### src/rtl/fpaddsub_pkg.sv
// Shared widths and stage payload for the add/sub normalization shifter.
package fpaddsub_pkg;

    // Default single-precision geometry
    localparam int unsigned MAN_W_DEF = 23;
    localparam int unsigned EXP_W_DEF = 8;

    // Unnormalized sum: carry bit, hidden bit, stored fraction
    localparam int unsigned W     = MAN_W_DEF + 2;
    localparam int unsigned LZC_W = $clog2(W + 1);

    // Extended exponent width for signed adjust arithmetic
    localparam int unsigned EXPX_W = EXP_W_DEF + 2;

    // Payload carried between pipeline stages
    typedef struct packed {
        logic [W-1:0]         mant;
        logic [EXP_W_DEF-1:0] exp;
        logic [LZC_W-1:0]     lzc;
        logic                 zero;
        logic                 sticky;
    } stage_t;

endpackage

### src/rtl/fpaddsub_lzc.sv
// Combinational leading-zero counter; count == W means the input is zero.
module fpaddsub_lzc #(
    parameter int unsigned W = 25
) (
    input  logic [W-1:0]             sum,
    output logic [$clog2(W+1)-1:0]   count
);

    localparam int unsigned CNT_W = $clog2(W + 1);

    // Highest set bit wins because later iterations overwrite earlier ones
    always_comb begin
        count = CNT_W'(W);
        for (int i = 0; i < int'(W); i++) begin
            if (sum[i]) begin
                count = CNT_W'(W - 1 - i);
            end
        end
    end

endmodule

### src/rtl/fpaddsub_norm_shift.sv
// Post add/sub normalization: 3-stage valid/ready pipeline.
//   S1: leading-zero count of the raw sum
//   S2: coarse left shift (multiple of 4) or 1-bit right shift on carry-out
//   S3: fine left shift (0..3), exponent adjust, zero/underflow/overflow flags
// Optional macro NORM_STICKY_EN: out_sticky reports the bit dropped by the
// carry right shift; when undefined the sticky path is constant 0.
// The stage payload struct is sized from the fpaddsub_pkg defaults.
module fpaddsub_norm_shift
    import fpaddsub_pkg::*;
#(
    parameter int unsigned MAN_W = MAN_W_DEF,
    parameter int unsigned EXP_W = EXP_W_DEF
) (
    input  logic               clk,
    input  logic               rst,
    input  logic               in_valid,
    output logic               in_ready,
    input  logic [MAN_W+1:0]   in_sum,
    input  logic [EXP_W-1:0]   in_exp,
    output logic               out_valid,
    input  logic               out_ready,
    output logic [MAN_W:0]     out_mant,
    output logic [EXP_W-1:0]   out_exp,
    output logic               out_zero,
    output logic               out_underflow,
    output logic               out_overflow,
    output logic               out_sticky
);

    localparam int unsigned SUM_W    = MAN_W + 2;
    localparam int unsigned LZC_BITS = $clog2(SUM_W + 1);
    localparam int unsigned EXPA_W   = EXP_W + 2;

    // Stage state
    stage_t s1_q, s1_d;
    stage_t s2_q, s2_d;
    logic   s1_v, s2_v, s3_v;

    // Stage load enables: a stage loads when it is empty or draining
    logic en1, en2, en3;

    logic [LZC_BITS-1:0] in_lzc;

    // S3 next-value signals
    logic [MAN_W:0]        s3_mant_d;
    logic [EXP_W-1:0]      s3_exp_d;
    logic                  s3_zero_d;
    logic                  s3_unf_d;
    logic                  s3_ovf_d;
    logic                  s3_sticky_d;

    // Leading-zero count feeding S1
    fpaddsub_lzc #(
        .W (SUM_W)
    ) u_lzc (
        .sum   (in_sum),
        .count (in_lzc)
    );

    // Handshake chain from the output back to the input
    always_comb begin
        en3      = !s3_v || out_ready;
        en2      = !s2_v || en3;
        en1      = !s1_v || en2;
        in_ready = rst && en1;
    end

    // S1 capture payload; sticky only exists when the carry shift drops a bit
    always_comb begin
        s1_d      = '0;
        s1_d.mant = in_sum;
        s1_d.exp  = in_exp;
        s1_d.lzc  = in_lzc;
        s1_d.zero = (in_lzc == LZC_BITS'(SUM_W));
`ifdef NORM_STICKY_EN
        s1_d.sticky = (in_lzc == '0) && in_sum[0];
`else
        s1_d.sticky = 1'b0;
`endif
    end

    // S2 coarse shift: right by 1 on carry-out, else left by (lzc-1) & ~3
    always_comb begin
        logic [LZC_BITS-1:0] shamt;
        logic [LZC_BITS-1:0] coarse;
        shamt  = s1_q.lzc - LZC_BITS'(1);
        coarse = shamt & ~LZC_BITS'(3);
        s2_d   = s1_q;
        if (s1_q.lzc == '0) begin
            s2_d.mant = s1_q.mant >> 1;
        end else begin
            s2_d.mant = s1_q.mant << coarse;
        end
    end

    // S3 fine shift, exponent adjust and result flags
    always_comb begin
        logic [LZC_BITS-1:0] shamt;
        logic [1:0]          fine;
        logic [MAN_W:0]      mant_n;
        logic [EXPA_W-1:0]   exp_adj;
        logic                unf;
        logic                ovf;

        shamt = s2_q.lzc - LZC_BITS'(1);
        fine  = shamt[1:0];
        if (s2_q.lzc == '0) begin
            mant_n = (MAN_W+1)'(s2_q.mant);
        end else begin
            mant_n = (MAN_W+1)'(s2_q.mant << fine);
        end

        // Two extra bits keep the signed result unambiguous: range -W+1..2^EXP_W
        exp_adj = EXPA_W'(s2_q.exp) + EXPA_W'(1) - EXPA_W'(s2_q.lzc);
        unf     = exp_adj[EXPA_W-1] || (exp_adj == '0);
        ovf     = !exp_adj[EXPA_W-1] && (exp_adj >= EXPA_W'({EXP_W{1'b1}}));

        s3_mant_d   = '0;
        s3_exp_d    = '0;
        s3_zero_d   = 1'b0;
        s3_unf_d    = 1'b0;
        s3_ovf_d    = 1'b0;
        s3_sticky_d = s2_q.sticky;

        if (s2_q.zero) begin
            s3_zero_d = 1'b1;
        end else if (unf) begin
            s3_unf_d = 1'b1;
        end else if (ovf) begin
            s3_ovf_d = 1'b1;
            s3_exp_d = {EXP_W{1'b1}};
        end else begin
            s3_mant_d = mant_n;
            s3_exp_d  = exp_adj[EXP_W-1:0];
        end
    end

    // Stage valid bits; reset discards anything in flight
    always_ff @(posedge clk or negedge rst) begin
        if (!rst) begin
            s1_v <= 1'b0;
            s2_v <= 1'b0;
            s3_v <= 1'b0;
        end else begin
            if (en1) s1_v <= in_valid;
            if (en2) s2_v <= s1_v;
            if (en3) s3_v <= s2_v;
        end
    end

    // Stage payload registers load only with a valid beat behind them
    always_ff @(posedge clk or negedge rst) begin
        if (!rst) begin
            s1_q <= '0;
            s2_q <= '0;
        end else begin
            if (en1 && in_valid) s1_q <= s1_d;
            if (en2 && s1_v)     s2_q <= s2_d;
        end
    end

    // Output register; holds while the consumer stalls
    always_ff @(posedge clk or negedge rst) begin
        if (!rst) begin
            out_mant      <= '0;
            out_exp       <= '0;
            out_zero      <= 1'b0;
            out_underflow <= 1'b0;
            out_overflow  <= 1'b0;
            out_sticky    <= 1'b0;
        end else if (en3 && s2_v) begin
            out_mant      <= s3_mant_d;
            out_exp       <= s3_exp_d;
            out_zero      <= s3_zero_d;
            out_underflow <= s3_unf_d;
            out_overflow  <= s3_ovf_d;
            out_sticky    <= s3_sticky_d;
        end
    end

    assign out_valid = s3_v;

endmodule

### config.mk
export PLATFORM = sky130hd
export DESIGN_NAME = fpaddsub_norm_shift
export DESIGN_NICKNAME = d
export VERILOG_FILES = /design/src/rtl/fpaddsub_pkg.sv /design/src/rtl/fpaddsub_lzc.sv /design/src/rtl/fpaddsub_norm_shift.sv
export SDC_FILE = /design/constraint.sdc
export NUM_CORES = 1
export LEC_CHECK = 0
export ABC_AREA = 1
export BUFFER_PORTS_ARGS = -buffer_cell sky130_fd_sc_hd__buf_2
export CORE_UTILIZATION = 29
export DETAILED_ROUTE_END_ITERATION = 16
export GPL_TIMING_DRIVEN = 0
export SLEW_MARGIN = 20
export SYNTH_ARGS = -nofsm -noshare
export SYNTH_HDL_FRONTEND = slang
export SYNTH_HIERARCHICAL = 1
export SYNTH_SLANG_ARGS = --single-unit
### constraint.sdc
create_clock -name clk -period 2.78 [get_ports clk]
set_input_delay 0 -clock clk [delete_from_list [all_inputs] [get_ports clk]]
set_output_delay 0 -clock clk [all_outputs]
set_load 0.05 [all_outputs]
==> metrics.md, run 1 <==
| Metric | Value |
|---|---|
| Max IR drop VDD | `0.421 mV` |
| Total wire length | `19.7 mm` |
| Yosys warnings | `6` |
| Max-slew violation count | `0` |
| Initial Util | `29.7%` |
| Row cnt | `55` |
| Register bit total from synthesis | `115` |
| Largest area contributor in the netlist | `dfrtp_1` |
| Fmax | `393 MHz` |
| DR vias/cell | `4.69` |
| Crit path from | `s2_q[3]$_DFFE_PN0P_` |
| Tmin final | `2.55 ns` |
| RSZ-0062 raised after global routing | `false` |
| Worst-Skew Late Latency | `0.43 ns` |
| Grt total ovfl | `0` |
| Worst r2r path cells | `14` |
| GRT Total Usage | `17.5%` |
| Final setup vio count | `0` |
| Die footprint | `0.0239 mm²` |
| Worst path required time | `3.09 ns` |
| Commonest cells post-synth | `nand2_1 (292), inv_1 (120), o21ai_0 (119), dfrtp_1 (115), a21oi_1 (56)` |
| CTS clk-pin slew, worst paths | `0.05 ns` |
| Die height | `155 µm` |
| Worst r2r src | `s2_q[3]$_DFFE_PN0P_` |
| Worst slew margin | `56.7%` |
| Max Cap Viol | `0` |
| Leak | `4.28 nW` |
| Gate Count Post-Synth | `947` |
| R2R Setup Slk | `0.23 ns` |
| Crit path kind | `flip-flop to flip-flop` |
| Critical path arrival | `2.86 ns` |
| Crit-path max FO | `10` |
| Layout fillers | `2413` |
| Share of post-route cells with drive strength above 1 | `14.1%` |
| # DRC | `0` |
| Number of CTS-inserted buffers | `17` |
| CTS tree | `built` |
| Ports | `75` |
| Status | `complete, no violations` |
| Clock skew after layout | `0.00971 ns` |
| Post-Synthesis Cell Area | `0.00675 mm²` |
| Top post-synthesis cells by area | `dfrtp_1 (43%), nand2_1 (16%), o21ai_0 (8.8%)` |
| Largest net degree at the start of global routing | `67` |
| Hold Crit Class | `input port to async pin` |
| Worst Tran Pin Value | `0.649 ns` |
| Detailed Place HPWL | `15.0 mm` |
| Cell with the most instances after synthesis | `nand2_1` |
| Die X | `155 µm` |
| Design area | `0.00855 mm²` |
| Critical path destination | `out_mant[5]$_DFFE_PN0P_` |
| Clock sink count | `115` |
| Final Core Density | `37.6%` |
| Fin. Hold Viols | `0` |
| Antenna-violating nets left | `0` |
| Core area | `0.0227 mm²` |
| Pre-antenna DRT Iters | `5` |
| Final #Nets | `1129` |
| Tcrit/Tclk final | `91.6%` |
| IO buf count | `73` |
| Avg Cell Area, Syn | `7.12 µm²` |
| P per Cell Area | `1150 mW/mm²` |
| CP startpoint kind | `flip-flop` |
| Crit end category | `flip-flop` |
| 1st-iter DRT viols | `496` |
| CTS Buffer Depth | `2` |
| Cell variety after synth | `40` |
| Antenna Cells | `0` |
| Post-synth EDFFs | `0` |
| Via count | `6454` |
| Seq/Total Area, Yosys | `42.7%` |
| Placer Congestion | `0.902` |
| Reg2Reg Capture Point | `out_mant[5]$_DFFE_PN0P_` |
| Root Driver | `clkbuf_16` |
| Dominant synthesized flop cell | `dfrtp_1` |
| Layout Area Growth over Synthesis | `26.7%` |
| Vias in the first global route | `6277` |
| Mapped Nets | `999` |
| Setup TNS | `0 ns` |
| Ys async rst share | `100%` |
| Share of the synthesized area in the top cell type | `42.7%` |
| DR WL/cell | `14.4 µm` |
| Placed inst area | `0.00750 mm²` |
| Initial antenna violation count | `0` |
| # H-tree levels | `4` |
| First-pass GRT wire length | `33.0 mm` |
sequential cells by signal, indices dropped and copies added (netlist names):
| register | count |
|---|---|
| out_exp | 8 |
| out_mant | 24 |
| out_zero | 1 |
| out_valid | 1 |
| out_underflow | 1 |
| s2_q | 38 |
| s1_v | 1 |
| s1_q | 39 |
| out_overflow | 1 |
| s2_v | 1 |
stage by stage:
stage / worst slack [ns] / power (mW) / instances / hold WS, ns
finish: 0.234 / 9.80 / 1375 / 0.163
global route: 0.0134 / 10.6 / 1375 / 0.220
CTS: 0.0873 / 9.83 / 1374 / 0.163
detailed placement: 0.118 / 7.27 / 1306 / 0.0511
global placement: 0.129 / 7.22 / 1305 / 0.215
floorplan: 0.404 / 6.04 / 947 / -0.296
where the power goes:
| part | internal [mW] | switching (mW) |
|---|---|---|
| clock network | 1.70 | 0.776 |
| registers | 2.19 | 0.353 |
| logic | 1.46 | 3.33 |
| total | 5.35 | 4.46 |
metal layers:
layer / routed length (µm) / track usage, %
met2: 8670 / 26.7
met5: 0 / 0
met4: 275 / 6.03
met3: 879 / 2.83
met1: 9920 / 25.1
worst min-delay path by stage:
stage / end / slack [ns] / cells past startpoint / start
after CTS: s1_q[14]$_DFFE_PN0P_ / 0.16 / 2 / rst
after global routing: s1_v$_DFFE_PN0N_ / 0.22 / 2 / rst
after floorplan: out_exp[0]$_DFFE_PN0P_ / -0.30 / 0 / rst
after detailed placement: s1_q[14]$_DFFE_PN0P_ / 0.05 / 1 / rst
after global placement: s1_q[14]$_DFFE_PN0P_ / 0.22 / 3 / in_exp[7]
final: s1_v$_DFFE_PN0N_ / 0.16 / 2 / rst
cells in the final DEF, fill, tap and decap left out, types with 3 or more instances in the layout:
master and instances:
clkbuf_16 17, a31oi_1 10, buf_6 3, clkinv_2 3, a211oi_1 4, nand2_1 291
o21ai_0 119, nand4_1 5, inv_2 5, nor2_4 4, dlygate4sd3_1 36, o22ai_1 8
clkbuf_8 5, a22oi_1 17, nand2_2 13, bufinv_16 5, buf_2 82, nor2_2 3
o21ai_1 10, ha_1 14, a21oi_1 56, dfrtp_1 114, nor3_1 9, nand3_1 25
clkbuf_1 32, inv_1 120, o211ai_1 6, nor2_1 49, buf_4 3
worst max-delay path, stage by stage, from the launching register on:
cell and delay, ns:
dfrtp_1 0.39, ha_1 0.29, inv_1 0.04, ha_1 0.23, fa_2 0.59, nand3_1 0.07
nor2_1 0.10, nand3_1 0.08, nor2_1 0.08, nand3_1 0.10, nand2_2 0.14, nor2_4 0.08
buf_8 0.15, nand2_2 0.05, nand2_1 0.05
cell families (layout without fill, tap and decap cells):
logic type	count (synthesis)	count (layout)	share of synthesized area [%]
flops	115	115	42.7
other cells	1	1	0.0556
compound gates	235	235	19.1
buf+inv	174	317	10.4
simple gates	407	407	25.0
fa+ha+maj	15	15	2.89
layout make-up:
cell class                      count  area [µm²]  area share, %
Multi-Input combinational cell    658        3170           37.1
Sequential cell                   115        2880           33.7
Timing Repair Buffer              111         767           8.98
Clock buffer                       23         498           5.83
Inverter                          126         473           5.53
Tap cell                          285         357           4.17
Buffer                             48         226           2.65
Clock inverter                      9         173           2.02
timing repair:
| action | in CTS | in global routing |
|---|---|---|
| hold buffers | 36 | 0 |
| setup endpoints to repair | 0 | 31 |
| gates resized for setup | 0 | 3 |
| setup buffers | 0 | 1 |
| endpoints found under the hold margin | 103 | 0 |
Note: power is estimated with default switching activity, not from simulation.
==> run 2: changes to the inputs <==
- MAX_ROUTING_LAYER: not set -> met4
==> run 2 against run 1 <==
  * Final cell count barely moved
  * Register-to-register slack got worse by 0.05 ns
  * Worst setup slack got worse by 0.054 ns
  * Global-route usage is 0.43 points higher
  * Clock-buffer cell count is 6 lower
  * Sequential cell count is the same
  * Die area is the same
  * Design area is 0.79% lower
  * Clock skew is 0.0012 ns lower
  * First-iteration DRC count down 8.5%
  * Via count is 0.48% higher
  * Largest cell class unchanged
  * Largest power group unchanged
==> metrics.md, run 2 (synthesis results as in run 1) <==
| Metric | Value |
|---|---|
| Worst r2r src | `s2_q[2]$_DFFE_PN0P_` |
| Share of post-route cells with drive strength above 1 | `14.1% (about the same)` |
| DR vias/cell | `4.72 (+0.55%)` |
| Final #Nets | `1128 (-0.089%)` |
| Most common cell after layout, fill and taps aside | `nand2_1` |
| CTS clk-pin slew, worst paths | `0.06 ns (about the same)` |
| Crit path kind | `flip-flop to flip-flop` |
| Core area | `0.0227 mm² (unchanged)` |
| Reg2Reg Capture Point | `out_mant[17]$_DFFE_PN0P_` |
| Initial Util | `29.7% (unchanged)` |
| Total wire length | `19.8 mm (about the same)` |
| Antenna Cells | `0 (unchanged)` |
| Leak | `4.23 nW (-1.2%)` |
| Commonest non-fill, non-tap cells in the layout | `nand2_1 (291), inv_1 (120), o21ai_0 (119)` |
| Max IR drop VDD | `0.460 mV (+9.2%)` |
| Max-slew violation count | `0 (unchanged)` |
| R2R Setup Slk | `0.18 ns (-0.05 ns)` |
| Detailed Place HPWL | `15.2 mm (+1.2%)` |
| Tmin final | `2.60 ns (+0.0539 ns)` |
| First-pass GRT wire length | `32.6 mm (-1.2%)` |
| 1st-iter DRT viols | `454 (-8.5%)` |
| Fin. Hold Viols | `0 (unchanged)` |
| Hold Crit Class | `input port to async pin` |
| # Post-CTS Setup Buffers | `0 (unchanged)` |
| Layout Area Growth over Synthesis | `25.7%` |
| CTS tree | `built` |
| CTS Buffer Depth | `2 (unchanged)` |
| Fmax | `385 MHz (-2.1%)` |
| Top flop regs | `s1_q x39, s2_q x38, out_mant x24` |
| Worst path required time | `3.09 ns (about the same)` |
| Dpl cells | `1306 (unchanged)` |
| Via count | `6485 (+0.48%)` |
| Placer Congestion | `0.929 (+3.0%)` |
| Critical path arrival | `2.91 ns (+0.05 ns)` |
| Die footprint | `0.0239 mm² (unchanged)` |
| Worst Tran Pin Value | `0.593 ns (-0.0555 ns)` |
| Max Cap Viol | `0 (unchanged)` |
| Final setup margin | `0.180 ns (-0.0539 ns)` |
| Setup TNS | `0 ns (unchanged)` |
| Root Driver | `clkbuf_16` |
| Antenna-violating nets left | `0 (unchanged)` |
| DR WL/cell | `14.4 µm (about the same)` |
| Crit-path max FO | `10 (unchanged)` |
| Die X | `155 µm (unchanged)` |
| Status | `complete, no violations` |
| Tcrit/Tclk final | `93.5% (+1.9 points)` |
| Most flop-heavy register | `s1_q` |
| GRT Total Usage | `18.0% (+0.43 points)` |
| P per Cell Area | `1130 mW/mm² (-1.5%)` |
| Row cnt | `55 (unchanged)` |
| Worst-Skew Late Latency | `0.43 ns (about the same)` |
| Final Power | `9.58 mW (-2.3%)` |
| # H-tree levels | `4 (unchanged)` |
| Grt total ovfl | `0 (unchanged)` |
| Pre-antenna DRT Iters | `6 (+1)` |
| Initial antenna violation count | `0 (unchanged)` |
| DP Worst Slack | `0.0948 ns (-0.0234 ns)` |
| Largest net degree at the start of global routing | `62 (-7.5%)` |
| Ports | `75 (unchanged)` |
| Number of CTS-inserted buffers | `17 (unchanged)` |
| Worst r2r path cells | `15 (+1)` |
| Final Non-Filler Cells | `1374 (-0.073%)` |
| # DRC | `0 (unchanged)` |
| IO buf count | `73 (unchanged)` |
| Crit end category | `flip-flop` |
| Final setup vio count | `0 (unchanged)` |
| Vias in the first global route | `6284 (+0.11%)` |
| Clock skew after layout | `0.00848 ns (-0.00123 ns)` |
| Largest register FFs | `39 (unchanged)` |
| Clock sink count | `115 (unchanged)` |
| Worst slew margin | `60.4% (+3.7 points)` |
| RSZ-0062 raised after global routing | `false` |
| CP startpoint kind | `flip-flop` |
| Die height | `155 µm (unchanged)` |
==> run 2: worst max path at each step <==
| stage | startpoint | endpoint | slack [ns] | cells past startpoint |
|---|---|---|---|---|
| 2_1_floorplan | s2_q[2]$_DFFE_PN0P_ | out_mant[5]$_DFFE_PN0P_ | 0.40 | 15 |
| 3_3_place_gp | s2_q[2]$_DFFE_PN0P_ | out_mant[17]$_DFFE_PN0P_ | 0.12 | 15 |
| 5_1_grt | s2_q[2]$_DFFE_PN0P_ | out_mant[17]$_DFFE_PN0P_ | 0.02 | 15 |
| 6_report | s2_q[2]$_DFFE_PN0P_ | out_mant[17]$_DFFE_PN0P_ | 0.18 | 15 |
| 3_5_place_dp | s2_q[2]$_DFFE_PN0P_ | out_mant[17]$_DFFE_PN0P_ | 0.09 | 15 |
| 4_1_cts | s2_q[2]$_DFFE_PN0P_ | out_mant[17]$_DFFE_PN0P_ | 0.09 | 15 |
==> run 2: timing repair <==
item,in CTS,in global routing
gates resized for setup,0,3
endpoints found under the setup margin,0,28
hold buffers,36,0
hold endpoints to repair,98,0
==> run 2: layer usage <==
metal | share of wire, % | routed length, µm | global-route usage [%] | vias to the layer above
li1 | - | - | - | 3320
met1 | 50 | 9970 | 24.4 | 2974
met2 | 43 | 8570 | 26.9 | 163
met3 | 4.1 | 819 | 2.80 | 28
met4 | 2.0 | 391 | 6.69 | 0
met5 | 0 | 0 | - | -
==> run 2: report_power, final <==
group | leakage, nW | switching [mW] | internal [mW] | total (mW)
Sequential | 1.43 | 0.357 | 2.19 | 2.54
Combinational | 2.52 | 3.33 | 1.45 | 4.78
Clock | 0.282 | 0.838 | 1.41 | 2.25
==> run 2: critical path: stages (launching register included) <==
cell and delay [ns]:
dfrtp_2 0.44, inv_2 0.15, ha_1 0.17, ha_1 0.23, fa_2 0.45, inv_1 0.09, nand3_1 0.07, a21oi_1 0.13
nand3_1 0.09, nor2_1 0.13, nand3_2 0.10, nand2_4 0.10, nor2_4 0.07, buf_6 0.14, nand2_1 0.06, nand2_1 0.06
==> run 2: per-stage QoR <==
stage	utilization (%)	hold slack [ns]	area [µm²]
2_1_floorplan	-	-0.296	6750
3_3_place_gp	32.9	0.215	7470
3_5_place_dp	33.0	0.0332	7500
4_1_cts	37.3	0.142	8470
5_1_grt	37.3	0.190	8480
6_report	37.3	0.132	8480
==> run 2: layout make-up <==
cell class	instances	area, µm²
fillers	2397	14200
multi-input cells	658	3170
flip-flops and latches	115	2880
repair buffers	110	759
inverters	126	473
clock buffers	17	425
well taps	285	357
plain buffers	48	226
clock inverters	15	185
==> run 3: changes to the inputs <==
- ABC_AREA: 1 -> not set
==> run 3 against run 2 <==
  * The run now ends with negative setup slack left
  * Core utilization up 0.90 points
  * Die area is 1.3% lower
  * Clock skew rose by 0.0021 ns
  * Highest routed layer unchanged
  * Critical path depth is 3 lower
  * Total power decreased by 5.2%
  * Wire length fell by 13%
  * Sequential power is essentially flat
  * Final cell count decreased by 22%
  * Worst setup slack worse by 0.26 ns
  * Non-clock buffer count is 2 lower
==> metrics.md, run 3 <==
| Metric | Value |
|---|---|
| Status | `complete, but fails checks` |
| Violated checks | `negative setup slack` |
| Design area | `0.00863 mm² (+1.8%)` |
| Antenna-violating nets left | `0 (unchanged)` |
| Mapped Nets | `681 (-32%)` |
| Layout Area Growth over Synthesis | `29.6%` |
| Ports | `75 (unchanged)` |
| Layout fillers | `2258 (-5.8%)` |
| Sequential share of power | `28.0% (+1.4 points)` |
| Worst r2r path cells | `12 (-3)` |
| # H-tree levels | `4 (unchanged)` |
| NetSw | `3.80 mW (-16%)` |
| RSZ-0062 raised after global routing | `true` |
| GRT Total Usage | `15.7% (-2.3 points)` |
| Reg2Reg Capture Point | `out_mant[22]$_DFFE_PN0P_` |
| Sw frac | `41.8% (-5.5 points)` |
| Hold Crit Class | `input port to async pin` |
| Grt total ovfl | `0 (unchanged)` |
| Avg Cell Area, Syn | `10.6 µm² (+49%)` |
| Crit path kind | `flip-flop to flip-flop` |
| Initial Util | `29.5% (-0.21 points)` |
| DR WL/cell | `16.1 µm (+12%)` |
| Commonest non-fill, non-tap cells in the layout | `dfrtp_1 (115), nand2_1 (90), buf_2 (77)` |
| Final Core Density | `38.2% (+0.90 points)` |
| Largest register FFs | `39 (unchanged)` |
| Int Pwr | `5.28 mW (+4.6%)` |
| Final #Nets | `822 (-27%)` |
| R2R Setup Slk | `-0.07 ns (-0.26 ns)` |
| Antenna Cells | `0 (unchanged)` |
| Share of the synthesized area in the top cell type | `43.2% (+0.57 points)` |
| Die footprint | `0.0236 mm² (-1.3%)` |
| Tcrit/Tclk final | `103% (+9.2 points)` |
| Share of post-route cells with drive strength above 1 | `31.3% (+17 points)` |
| Met3 routed WL | `800 µm (-2.3%)` |
| 1st-iter DRT viols | `292 (-36%)` |
| Placer Congestion | `0.910 (-2.1%)` |
| WL met2 | `7.44 mm (-13%)` |
| Total wire length | `17.2 mm (-13%)` |
| Die X | `154 µm (-0.65%)` |
| Worst path required time | `3.07 ns (-0.02 ns)` |
| Largest area contributor in the netlist | `dfrtp_1` |
| CTS tree | `built` |
| Core area | `0.0226 mm² (-0.61%)` |
| Post-Synthesis Cell Area | `0.00666 mm² (-1.3%)` |
| Most common cell after layout, fill and taps aside | `dfrtp_1` |
| DR vias/cell | `5.06 (+7.1%)` |
| Crit end category | `flip-flop` |
| First-pass GRT wire length | `28.3 mm (-13%)` |
| Row cnt | `55 (unchanged)` |
| Cell variety after synth | `67 (+68%)` |
| Fin. Hold Viols | `0 (unchanged)` |
| Comb pwr share | `47.0% (-2.9 points)` |
| P per Cell Area | `1050 mW/mm² (-6.9%)` |
| Leak | `3.79 nW (-10%)` |
| Vias in the first global route | `5238 (-17%)` |
| Top flop regs | `s1_q x39, s2_q x38, out_mant x24` |
| Tmin final | `2.85 ns (+0.255 ns)` |
| Worst-Skew Late Latency | `0.42 ns (about the same)` |
| Post-synth EDFFs | `0 (unchanged)` |
| Worst r2r src | `s2_q[3]$_DFFE_PN0P_` |
| Cell with the most instances after synthesis | `dfrtp_1` |
| Pre-antenna DRT Iters | `5 (-1)` |
| DP Worst Slack | `-0.292 ns (-0.387 ns)` |
| # DRC | `0 (unchanged)` |
| Placed inst area | `0.00746 mm² (-0.55%)` |
| Root Driver | `clkbuf_16` |
| Worst Tran Pin Value | `0.910 ns (+0.316 ns)` |
| Critical path arrival | `3.15 ns (+0.24 ns)` |
| CP startpoint kind | `flip-flop` |
| IO buf count | `73 (unchanged)` |
| Clock power frac | `25.1% (+1.6 points)` |
| Crit path cell chain | `ha_4 -> inv_2 -> ha_4 -> fa_2 -> a211oi_4 -> or2_4 -> nand4_1 -> or4_4 -> nand4_4 -> buf_12 -> buf_12 -> o21ai_2` |
| Max-slew violation count | `0 (unchanged)` |
| Fmax | `350 MHz (-8.9%)` |
| Final setup margin | `-0.0747 ns (-0.255 ns)` |
| Worst slew margin | `39.2% (-21 points)` |
| Clock skew after layout | `0.0106 ns (+0.00215 ns)` |
| Most flop-heavy register | `s1_q` |
| Seq/Total Area, Yosys | `43.2% (+0.57 points)` |
| Crit-path max FO | `5 (-5)` |
| Dominant synthesized flop cell | `dfrtp_1` |
| Max Cap Viol | `0 (unchanged)` |
| Yosys warnings | `6 (unchanged)` |
| CTS clk-pin slew, worst paths | `0.05 ns (about the same)` |
| Number of CTS-inserted buffers | `17 (unchanged)` |
| Register bit total from synthesis | `115 (unchanged)` |
| Ys async rst share | `100% (unchanged)` |
| Largest net degree at the start of global routing | `61 (-1.6%)` |
| Max IR drop VDD | `0.331 mV (-28%)` |
| Clock sink count | `115 (unchanged)` |
| M1 WL | `8.63 mm (-13%)` |
| Die height | `154 µm (-0.65%)` |
| Top sig layer | `met4` |
| Top post-synthesis cells by area | `dfrtp_1 (43%), mux2_2 (9.8%), mux2i_1 (8.4%)` |
| Final setup vio count | `22 (+22)` |
| Commonest cells post-synth | `dfrtp_1 (115), nand2_1 (90), mux2_2 (58), mux2i_1 (56), o21ai_0 (38)` |
| Via count | `5399 (-17%)` |
| Detailed Place HPWL | `12.7 mm (-16%)` |
| Max incr delay on CP | `0.54 ns (+0.09 ns)` |
| Gate Count Post-Synth | `629 (-34%)` |
| Worst path slowest cell | `or4_4` |
| CTS Buffer Depth | `2 (unchanged)` |
| Initial antenna violation count | `0 (unchanged)` |
## run 3: cell types whose count changed after synthesis, moves of 10 or more
cell      delta
nand2_1    -202
inv_1      -103
o21ai_0     -81
mux2_2      +58
mux2i_1     +56
a21oi_1     -45
nor2_1      -22
o21ai_2     +20
nand3_1     -16
nand2b_1    +12
nand2_2     -11
clkbuf_1    -10
## run 3: metrics by stage
stage / setup TNS, ns / hold slack [ns] / cells / power, mW
final: -1.39 / 0.106 / 1068 / 9.08
after global routing: -4.25 / 0.148 / 1068 / 9.64
after CTS: -1.42 / 0.119 / 1065 / 9.09
after detailed placement: -6.51 / 0.00609 / 988 / 6.55
after global placement: -6.14 / 0.240 / 987 / 6.49
after floorplan: -1.11 / -0.296 / 629 / 5.58
## run 3: worst max path at each step
stage | depth (start not counted) | endpoint | start | slack, ns
final | 12 | out_mant[22]$_DFFE_PN0P_ | s2_q[3]$_DFFE_PN0P_ | -0.07
after floorplan | 13 | out_mant[22]$_DFFE_PN0P_ | s2_q[2]$_DFFE_PN0P_ | -0.06
after detailed placement | 13 | out_mant[10]$_DFFE_PN0P_ | s2_q[2]$_DFFE_PN0P_ | -0.29
after global placement | 13 | out_mant[9]$_DFFE_PN0P_ | s2_q[2]$_DFFE_PN0P_ | -0.28
after global routing | 12 | out_mant[19]$_DFFE_PN0P_ | s2_q[3]$_DFFE_PN0P_ | -0.20
after CTS | 12 | out_mant[20]$_DFFE_PN0P_ | s2_q[3]$_DFFE_PN0P_ | -0.08
## run 3: repair_timing
item	in CTS	in global routing
hold buffers	37	0
setup buffers	8	3
gates resized for setup	7	9
endpoints found under the hold margin	92	0
endpoints found under the setup margin	25	30
gates cloned	1	0
pin swaps	8	4
## run 3: power by group through the flow
stage	Sequential [mW]	Combinational, mW	Clock [mW]
floorplan	3.26	2.32	0
global placement	2.55	3.94	0
detailed placement	2.56	3.99	0
CTS	2.54	4.22	2.34
global route	2.61	4.62	2.41
finish	2.54	4.26	2.28
## run 3: routing by layer
metal,track usage (%),vias to the layer above
met2,22.2,168
met5,-,-
met3,3.21,36
met4,6.24,0
li1,-,2602
met1,21.8,2593
## run 3: area by class of cell
type                    count  area [µm²]  share of cell area, %
inverters                  17        66.3                  0.768
repair buffers            123         905                   10.5
clock buffers              20         467                   5.41
well taps                 285         357                   4.13
plain buffers              33         175                   2.03
multi-input cells         463        3630                   42.0
clock inverters            12         154                   1.78
flip-flops and latches    115        2880                   33.3
## run 3: kinds of logic (layout without fill, tap and decap cells)
group / after synthesis / count (layout) / share of synthesized area (%)
AOI/OAI and AO/OA: 141 / 141 / 15.8
xor gates and xnor gates: 3 / 3 / 0.395
adders and majority gates: 15 / 15 / 2.93
buffers and inverters: 51 / 205 / 3.55
DFF: 115 / 115 / 43.2
muxes: 121 / 121 / 20.6
other: 1 / 1 / 0.0563
and+or+nand+nor: 182 / 182 / 13.4
## run 3: critical path: cells and delay by family (launching register included)
| kind | cells | cell delay (ns) |
|---|---|---|
| flip-flops | 1 | 0.40 |
| buffers and inverters | 3 | 0.29 |
| AND/OR/NAND/NOR | 4 | 0.95 |
| AO/OA/AOI/OAI | 2 | 0.27 |
| adder cells (fa/ha/maj) | 3 | 0.82 |
